## config.mk

```make
export PLATFORM = sky130hd
export DESIGN_NAME = mem_arbiter3_flat
export DESIGN_NICKNAME = d
export VERILOG_FILES = /design/src/rtl/mem_arbiter3_if.sv /design/src/rtl/mem_arbiter3.sv /design/src/flat_wrapper.sv
export SDC_FILE = /design/constraint.sdc
export NUM_CORES = 1
export LEC_CHECK = 0
export ABC_CLOCK_PERIOD_IN_PS = 1800
export BUFFER_PORTS_ARGS = -buffer_cell sky130_fd_sc_hd__buf_2
export CORE_MARGIN = 2
export CORE_UTILIZATION = 41
export DETAILED_ROUTE_END_ITERATION = 7
export GPL_ROUTABILITY_DRIVEN = 0
export PLACE_DENSITY = 0.77
export SLEW_MARGIN = 25
export SYNTH_ARGS = -nofsm -noshare
export SYNTH_HDL_FRONTEND = slang
export SYNTH_SLANG_ARGS = --single-unit
```

## constraint.sdc

```tcl
create_clock -name CLK -period 1.8 [get_ports CLK]
set_input_delay 0.18 -clock CLK [delete_from_list [all_inputs] [get_ports CLK]]
set_output_delay 0.18 -clock CLK [all_outputs]
set_load 0.05 [all_outputs]
```

## src/rtl/mem_arbiter3_if.sv

```systemverilog
// mem_arbiter3_if: bundles the three core request ports, the per-core
// completion/read-data returns and the shared single-port RAM port.
//   slave  modport : arbiter side (takes core requests and RAMq, drives
//                    acq, Dq, RAMAddress, RAMDin, RAMwren, stall_cnt)
//   master modport : environment side (cores + RAM model)
// Parameters AW/DW must match the arbiter instance parameters.
interface mem_arbiter3_if #(
   parameter int AW = 8,
   parameter int DW = 8
);
   logic [2:0]       rden;
   logic [2:0]       wren;
   logic [3*AW-1:0]  Address;
   logic [3*DW-1:0]  Din;
   logic [DW-1:0]    RAMq;
   logic [2:0]       acq;
   logic [3*DW-1:0]  Dq;
   logic [AW-1:0]    RAMAddress;
   logic [DW-1:0]    RAMDin;
   logic             RAMwren;
   logic [31:0]      stall_cnt;

   modport slave (
      input  rden, wren, Address, Din, RAMq,
      output acq, Dq, RAMAddress, RAMDin, RAMwren, stall_cnt
   );

   modport master (
      output rden, wren, Address, Din, RAMq,
      input  acq, Dq, RAMAddress, RAMDin, RAMwren, stall_cnt
   );
endinterface

```

## src/rtl/mem_arbiter3.sv

```systemverilog
// mem_arbiter3: three-port round-robin arbiter in front of one shared
// single-port synchronous RAM. Serialises core reads/writes, returns read
// data per core and pulses acq[i] for one cycle when core i's access is done.
//
// Ports:
//   CLK    system clock (RAM shares it)
//   rst_n  asynchronous active-low reset
//   bus    mem_arbiter3_if.slave: rden/wren/Address/Din/RAMq in,
//          acq/Dq/RAMAddress/RAMDin/RAMwren/stall_cnt out
//
// Optional feature: define MEMARB_STALL_CNT_EN to build the saturating
// contention counter on stall_cnt; otherwise stall_cnt is tied to zero.
//
// state    | meaning
// ---------+-------------------------------------------------------------
// S_IDLE   | no access in flight; pick round-robin winner, launch RAM cmd
// S_ACCESS | RAM samples addr/data/wren at the end of this cycle
// S_WAIT   | read latency countdown; capture RAMq into Dq[sel] at zero
// S_DONE   | acq[sel] pulses for this single cycle
module mem_arbiter3 #(
   parameter int AW     = 8,
   parameter int DW     = 8,
   parameter int RD_LAT = 1
) (
   input  logic               CLK,
   input  logic               rst_n,
   mem_arbiter3_if.slave      bus
);

   typedef enum logic [1:0] {
      S_IDLE   = 2'd0,
      S_ACCESS = 2'd1,
      S_WAIT   = 2'd2,
      S_DONE   = 2'd3
   } state_t;

   localparam logic [1:0] LAT_INIT = 2'(RD_LAT - 1);

   state_t           r_state;
   state_t           w_next_state;
   logic [1:0]       r_sel;
   logic [1:0]       r_last;
   logic [1:0]       r_lat_cnt;
   logic [AW-1:0]    r_ram_addr;
   logic [DW-1:0]    r_ram_din;
   logic             r_ram_wren;
   logic [3*DW-1:0]  r_dq;

   logic [2:0]       w_req;
   logic [1:0]       w_cand1;
   logic [1:0]       w_cand2;
   logic [1:0]       w_winner;
   logic [2:0]       w_acq;

   function automatic logic [1:0] inc_mod3(input logic [1:0] p);
      return (p == 2'd2) ? 2'd0 : p + 2'd1;
   endfunction

   assign w_req = bus.rden | bus.wren;

   // Search last+1, last+2, then last itself.
   always_comb begin
      w_cand1  = inc_mod3(r_last);
      w_cand2  = inc_mod3(w_cand1);
      w_winner = r_last;
      if (w_req[w_cand1])
         w_winner = w_cand1;
      else if (w_req[w_cand2])
         w_winner = w_cand2;
   end

   always_ff @(posedge CLK or negedge rst_n) begin
      if (!rst_n)
         r_state <= S_IDLE;
      else
         r_state <= w_next_state;
   end

   always_comb begin
      w_next_state = r_state;
      w_acq        = 3'b000;
      unique case (r_state)
         S_IDLE: begin
            if (|w_req)
               w_next_state = S_ACCESS;
         end
         S_ACCESS: begin
            // The registered write enable still tells us the access type.
            w_next_state = r_ram_wren ? S_DONE : S_WAIT;
         end
         S_WAIT: begin
            if (r_lat_cnt == 2'd0)
               w_next_state = S_DONE;
         end
         S_DONE: begin
            w_acq        = 3'b001 << r_sel;
            w_next_state = S_IDLE;
         end
         default: w_next_state = S_IDLE;
      endcase
   end

   always_ff @(posedge CLK or negedge rst_n) begin
      if (!rst_n) begin
         r_sel      <= 2'd0;
         r_last     <= 2'd2;
         r_lat_cnt  <= 2'd0;
         r_ram_addr <= '0;
         r_ram_din  <= '0;
         r_ram_wren <= 1'b0;
         r_dq       <= '0;
      end else begin
         unique case (r_state)
            S_IDLE: begin
               if (|w_req) begin
                  r_sel      <= w_winner;
                  r_last     <= w_winner;
                  r_ram_addr <= bus.Address[w_winner*AW +: AW];
                  r_ram_din  <= bus.Din[w_winner*DW +: DW];
                  // wren wins over rden when both are set.
                  r_ram_wren <= bus.wren[w_winner];
               end else begin
                  r_ram_wren <= 1'b0;
               end
            end
            S_ACCESS: begin
               r_ram_wren <= 1'b0;
               r_lat_cnt  <= LAT_INIT;
            end
            S_WAIT: begin
               if (r_lat_cnt == 2'd0)
                  r_dq[r_sel*DW +: DW] <= bus.RAMq;
               else
                  r_lat_cnt <= r_lat_cnt - 2'd1;
            end
            default: ;
         endcase
      end
   end

   assign bus.acq        = w_acq;
   assign bus.Dq         = r_dq;
   assign bus.RAMAddress = r_ram_addr;
   assign bus.RAMDin     = r_ram_din;
   assign bus.RAMwren    = r_ram_wren;

`ifdef MEMARB_STALL_CNT_EN
   logic [31:0] r_stall_cnt;
   logic [1:0]  w_holder;
   logic        w_stall;

   // In IDLE the bus "holder" is this cycle's winner; otherwise it is sel.
   always_comb begin
      w_holder = (r_state == S_IDLE) ? w_winner : r_sel;
      w_stall  = |(w_req & ~(3'b001 << w_holder));
   end

   always_ff @(posedge CLK or negedge rst_n) begin
      if (!rst_n)
         r_stall_cnt <= 32'd0;
      else if (w_stall && (r_stall_cnt != 32'hFFFF_FFFF))
         r_stall_cnt <= r_stall_cnt + 32'd1;
   end

   assign bus.stall_cnt = r_stall_cnt;
`else
   assign bus.stall_cnt = 32'd0;
`endif

endmodule

```

## src/flat_wrapper.sv

```systemverilog
// flat-port wrapper written by rule: the top's interface ports become plain ports
module mem_arbiter3_flat 
#(
   parameter int AW     = 8,
   parameter int DW     = 8,
   parameter int RD_LAT = 1
)
  (CLK, rst_n, bus_rden, bus_wren, bus_Address, bus_Din, bus_RAMq, bus_acq, bus_Dq, bus_RAMAddress, bus_RAMDin, bus_RAMwren, bus_stall_cnt);
  mem_arbiter3_if #(.AW(AW), .DW(DW)) bus_i ();
  input  logic CLK;
  input  logic rst_n;
  input wire logic [$bits(bus_i.rden)-1:0] bus_rden;
  input wire logic [$bits(bus_i.wren)-1:0] bus_wren;
  input wire logic [$bits(bus_i.Address)-1:0] bus_Address;
  input wire logic [$bits(bus_i.Din)-1:0] bus_Din;
  input wire logic [$bits(bus_i.RAMq)-1:0] bus_RAMq;
  output wire logic [$bits(bus_i.acq)-1:0] bus_acq;
  output wire logic [$bits(bus_i.Dq)-1:0] bus_Dq;
  output wire logic [$bits(bus_i.RAMAddress)-1:0] bus_RAMAddress;
  output wire logic [$bits(bus_i.RAMDin)-1:0] bus_RAMDin;
  output wire logic [$bits(bus_i.RAMwren)-1:0] bus_RAMwren;
  output wire logic [$bits(bus_i.stall_cnt)-1:0] bus_stall_cnt;
  assign bus_i.rden = bus_rden;
  assign bus_i.wren = bus_wren;
  assign bus_i.Address = bus_Address;
  assign bus_i.Din = bus_Din;
  assign bus_i.RAMq = bus_RAMq;
  assign bus_acq = bus_i.acq;
  assign bus_Dq = bus_i.Dq;
  assign bus_RAMAddress = bus_i.RAMAddress;
  assign bus_RAMDin = bus_i.RAMDin;
  assign bus_RAMwren = bus_i.RAMwren;
  assign bus_stall_cnt = bus_i.stall_cnt;
  mem_arbiter3 #(.AW(AW), .DW(DW), .RD_LAT(RD_LAT)) u_core (.CLK(CLK), .rst_n(rst_n), .bus(bus_i));
endmodule
```

==> out/results.tsv <==
metric	value	unit
Post-Route WL	6990	µm
dpl cell area	3410	µm²
Post-Syn Area per Cell	10.8	µm²
Psw	3.77	mW
CP Cell Sequence	or3_4 > buf_6 > o211ai_4 > nor2b_4 > a22o_1 > a221o_1	
Layout Nets	470	
hold slack final	106	ps
CP max stage cell	dfrtp_2	
clock share of power	12.1	%
Clock transition at path regs	90	ps
final hold vios	0	
Worst Setup SP	u_core.r_last[0]$_DFFE_PN0P_	
DR pass1 iterations	4	
root buffer cell	clkbuf_8	
largest net degree at the start of global routing	24	
area leader, netlist	dfrtp_1	
CTS max path bufs	2	
Core Area	6390	µm²
FFs w/ async S/R, synth	100	%
kind of critical path	register to register	
R2R depth	6	
DIE WIDTH	85.5	µm
max-slew violations	0	
Synth top cells by count	47 x dfrtp_1, 33 x a22o_1, 32 x buf_4, 17 x nor2_1, 12 x nor2b_1	
CTS buffer count	5	
antenna-violating nets left	0	
vias per inst	5.08	
Worst path max stage delay	440	ps
Hold WC Path Type	input port to register	
total grt overflow	0	
die area	7310	µm²
Pwr Density	2010	nW/µm²
post-synthesis sequential area ratio	44.1	%
worst flop-to-flop path endpoint	u_core.bus.RAMAddress[2]$_DFFE_PN0P_	
H-Tree Level Count	2	
Reg2Reg Setup Slack	-30	ps
ant diodes	0	
Logic pwr share	64.1	%
Final Core Density	59.9	%
skew final	9.75	ps
Overall Global Routing Usage	18.4	%
CP Launch Type	register	
VDD IR max	1.17	mV
failing checks	negative setup slack	
Yosys warnings	0	
Leak	2.02	nW
routed wire length per instance	14.8	µm
dpl hpwl	5250	µm
number of port buffers	107	
Yosys reg bits	48	
Hold Path Sink	u_core.bus.RAMAddress[3]$_DFFE_PN0P_	
switching power share of the total	49.0	%
reg-to-reg critical path startpoint	u_core.r_last[0]$_DFFE_PN0P_	
Power Total	7.70	mW
TritonCTS clock tree	yes	
DRC viols	0	
Via Count	2401	
post-synth top area share	43.2	%
Rows	29	
first-pass GRT wire length	10800	µm
ys flop type	dfrtp_1	
clock sinks	48	
synth top area cells	dfrtp_1 43%, a22o_1 11%, buf_4 8.8%	
initial core utilization	42.7	%
synthesized instance count	252	
number of max-cap violations	0	
Req. time, crit path	1990	ps
CP Max Fanout	5	
final period utilization	101	%
CP delay by family, top	compound AO/OA/AOI/OAI gates	
Critical Path AT	2020	ps
Layout fillers	527	
fin worst setup slack	-25.6	ps
Hold Path Depth	2	
Synth cell types	40	
first-iteration detailed-routing DRC count	91	
Die H	85.5	µm
worst hold start	bus_Address[19]	
Final Cell Area	3830	µm²
clk_lat worst skew	300	ps
Post-Syn Area	2730	µm²
Internal Power	3.93	mW
layout cells sized above 1	45.5	%
most common cell in the synthesized netlist	dfrtp_1	
status	finished with violations	
vias in the first global route	2270	
area grow syn2layout	40.4	%
Worst setup EP type	register	
Fmax achieved	548	MHz
RSZ-0062 raised after global routing	true	
final setup fails	9	
sequential share of power	23.8	%
I/O pin cnt	140	
CP Buf/Inv Count	1	
Post-synth EDFFs	0	
initial antenna violation count	0	
Place WS	-146	ps
Final min period	1830	ps
## routing by layer
layer | routed length (µm) | track usage [%] | vias to the layer above
li1 | - | - | 1143
met1 | 3060 | 24.2 | 1153
met2 | 3320 | 30.3 | 96
met3 | 534 | 4.72 | 9
met4 | 82 | 4.76 | 0
met5 | 0 | 0 | -
## timing repair
action,CTS,global route
pin swaps,5,10
setup buffers,6,5
gates resized for setup,12,22
hold endpoints to repair,21,0
hold buffers,1,0
endpoints found under the setup margin,38,40
gates cloned,2,1
## layout make-up
class                           count  area (µm²)  share of cell area (%)
Clock buffer                        5        68.8                    1.80
Clock inverter                      3        68.8                    1.80
Inverter                            7        30.0                   0.785
Multi-Input combinational cell    187        1460                    38.2
Sequential cell                    48        1200                    31.4
Tap cell                           77        96.3                    2.52
Timing Repair Buffer              146         897                    23.4
## through the flow
step / TNS [ps] / std cells
after floorplan: -400 / 283
after global placement: -1090 / 450
after detailed placement: -1440 / 450
after CTS: -153 / 467
after global routing: -1820 / 473
final: -84.6 / 473
## logic make-up (layout without fill, tap and decap cells)
group / Yosys count / after routing / synth area share, %
multiplexers: 10 / 10 / 3.67
flip-flops: 48 / 48 / 44.1
adder cells (fa/ha/maj): 11 / 11 / 5.05
AO/OA/AOI/OAI: 67 / 68 / 21.2
buffers and inverters: 50 / 161 / 12.1
other: 1 / 32 / 0.138
AND/OR/NAND/NOR: 65 / 66 / 13.7
## power groups by stage
stage | Sequential [mW] | Clock, mW | Combinational, mW
3_3_place_gp | 1.83 | 0 | 4.30
2_1_floorplan | 3.25 | 0 | 1.95
3_5_place_dp | 1.84 | 0 | 4.40
5_1_grt | 1.89 | 0.999 | 5.26
6_report | 1.83 | 0.935 | 4.94
4_1_cts | 1.83 | 0.949 | 4.65
## worst max-delay path by stage
stage	to	slack, ps	cells after the start
after detailed placement	u_core.bus.RAMDin[0]$_DFFE_PN0P_	-150	5
after CTS	u_core.bus.RAMAddress[2]$_DFFE_PN0P_	-30	6
after floorplan	u_core.bus.RAMAddress[1]$_DFFE_PN0P_	-50	6
final	u_core.bus.RAMAddress[2]$_DFFE_PN0P_	-30	6
after global routing	u_core.bus.RAMDin[0]$_DFFE_PN0P_	-90	7
after global placement	u_core.bus.RAMDin[4]$_DFFE_PN0P_	-140	5
## sequential cells by signal, summed over array words and instances (netlist names)
name                   flops
u_core.r_lat_cnt           2
u_core.bus.RAMAddress      8
u_core.bus.RAMDin          8
u_core.r_last              2
u_core.r_sel               1
u_core.bus.RAMwren         1
u_core.bus.Dq             24
u_core.r_state             2
## placed cells by master (no fill, tap or decap), drive strengths merged, types with 5 or more instances in the layout
cell type / count
a221o: 8
nand3: 10
nand2: 6
clkbuf: 6
ha: 11
a31oi: 8
buf: 144
or2: 8
conb: 32
nor2b: 14
mux2i: 10
a22o: 33
inv: 7
nor2: 17
and2: 5
dfrtp: 47
Power figures use the tool's default switching activity.
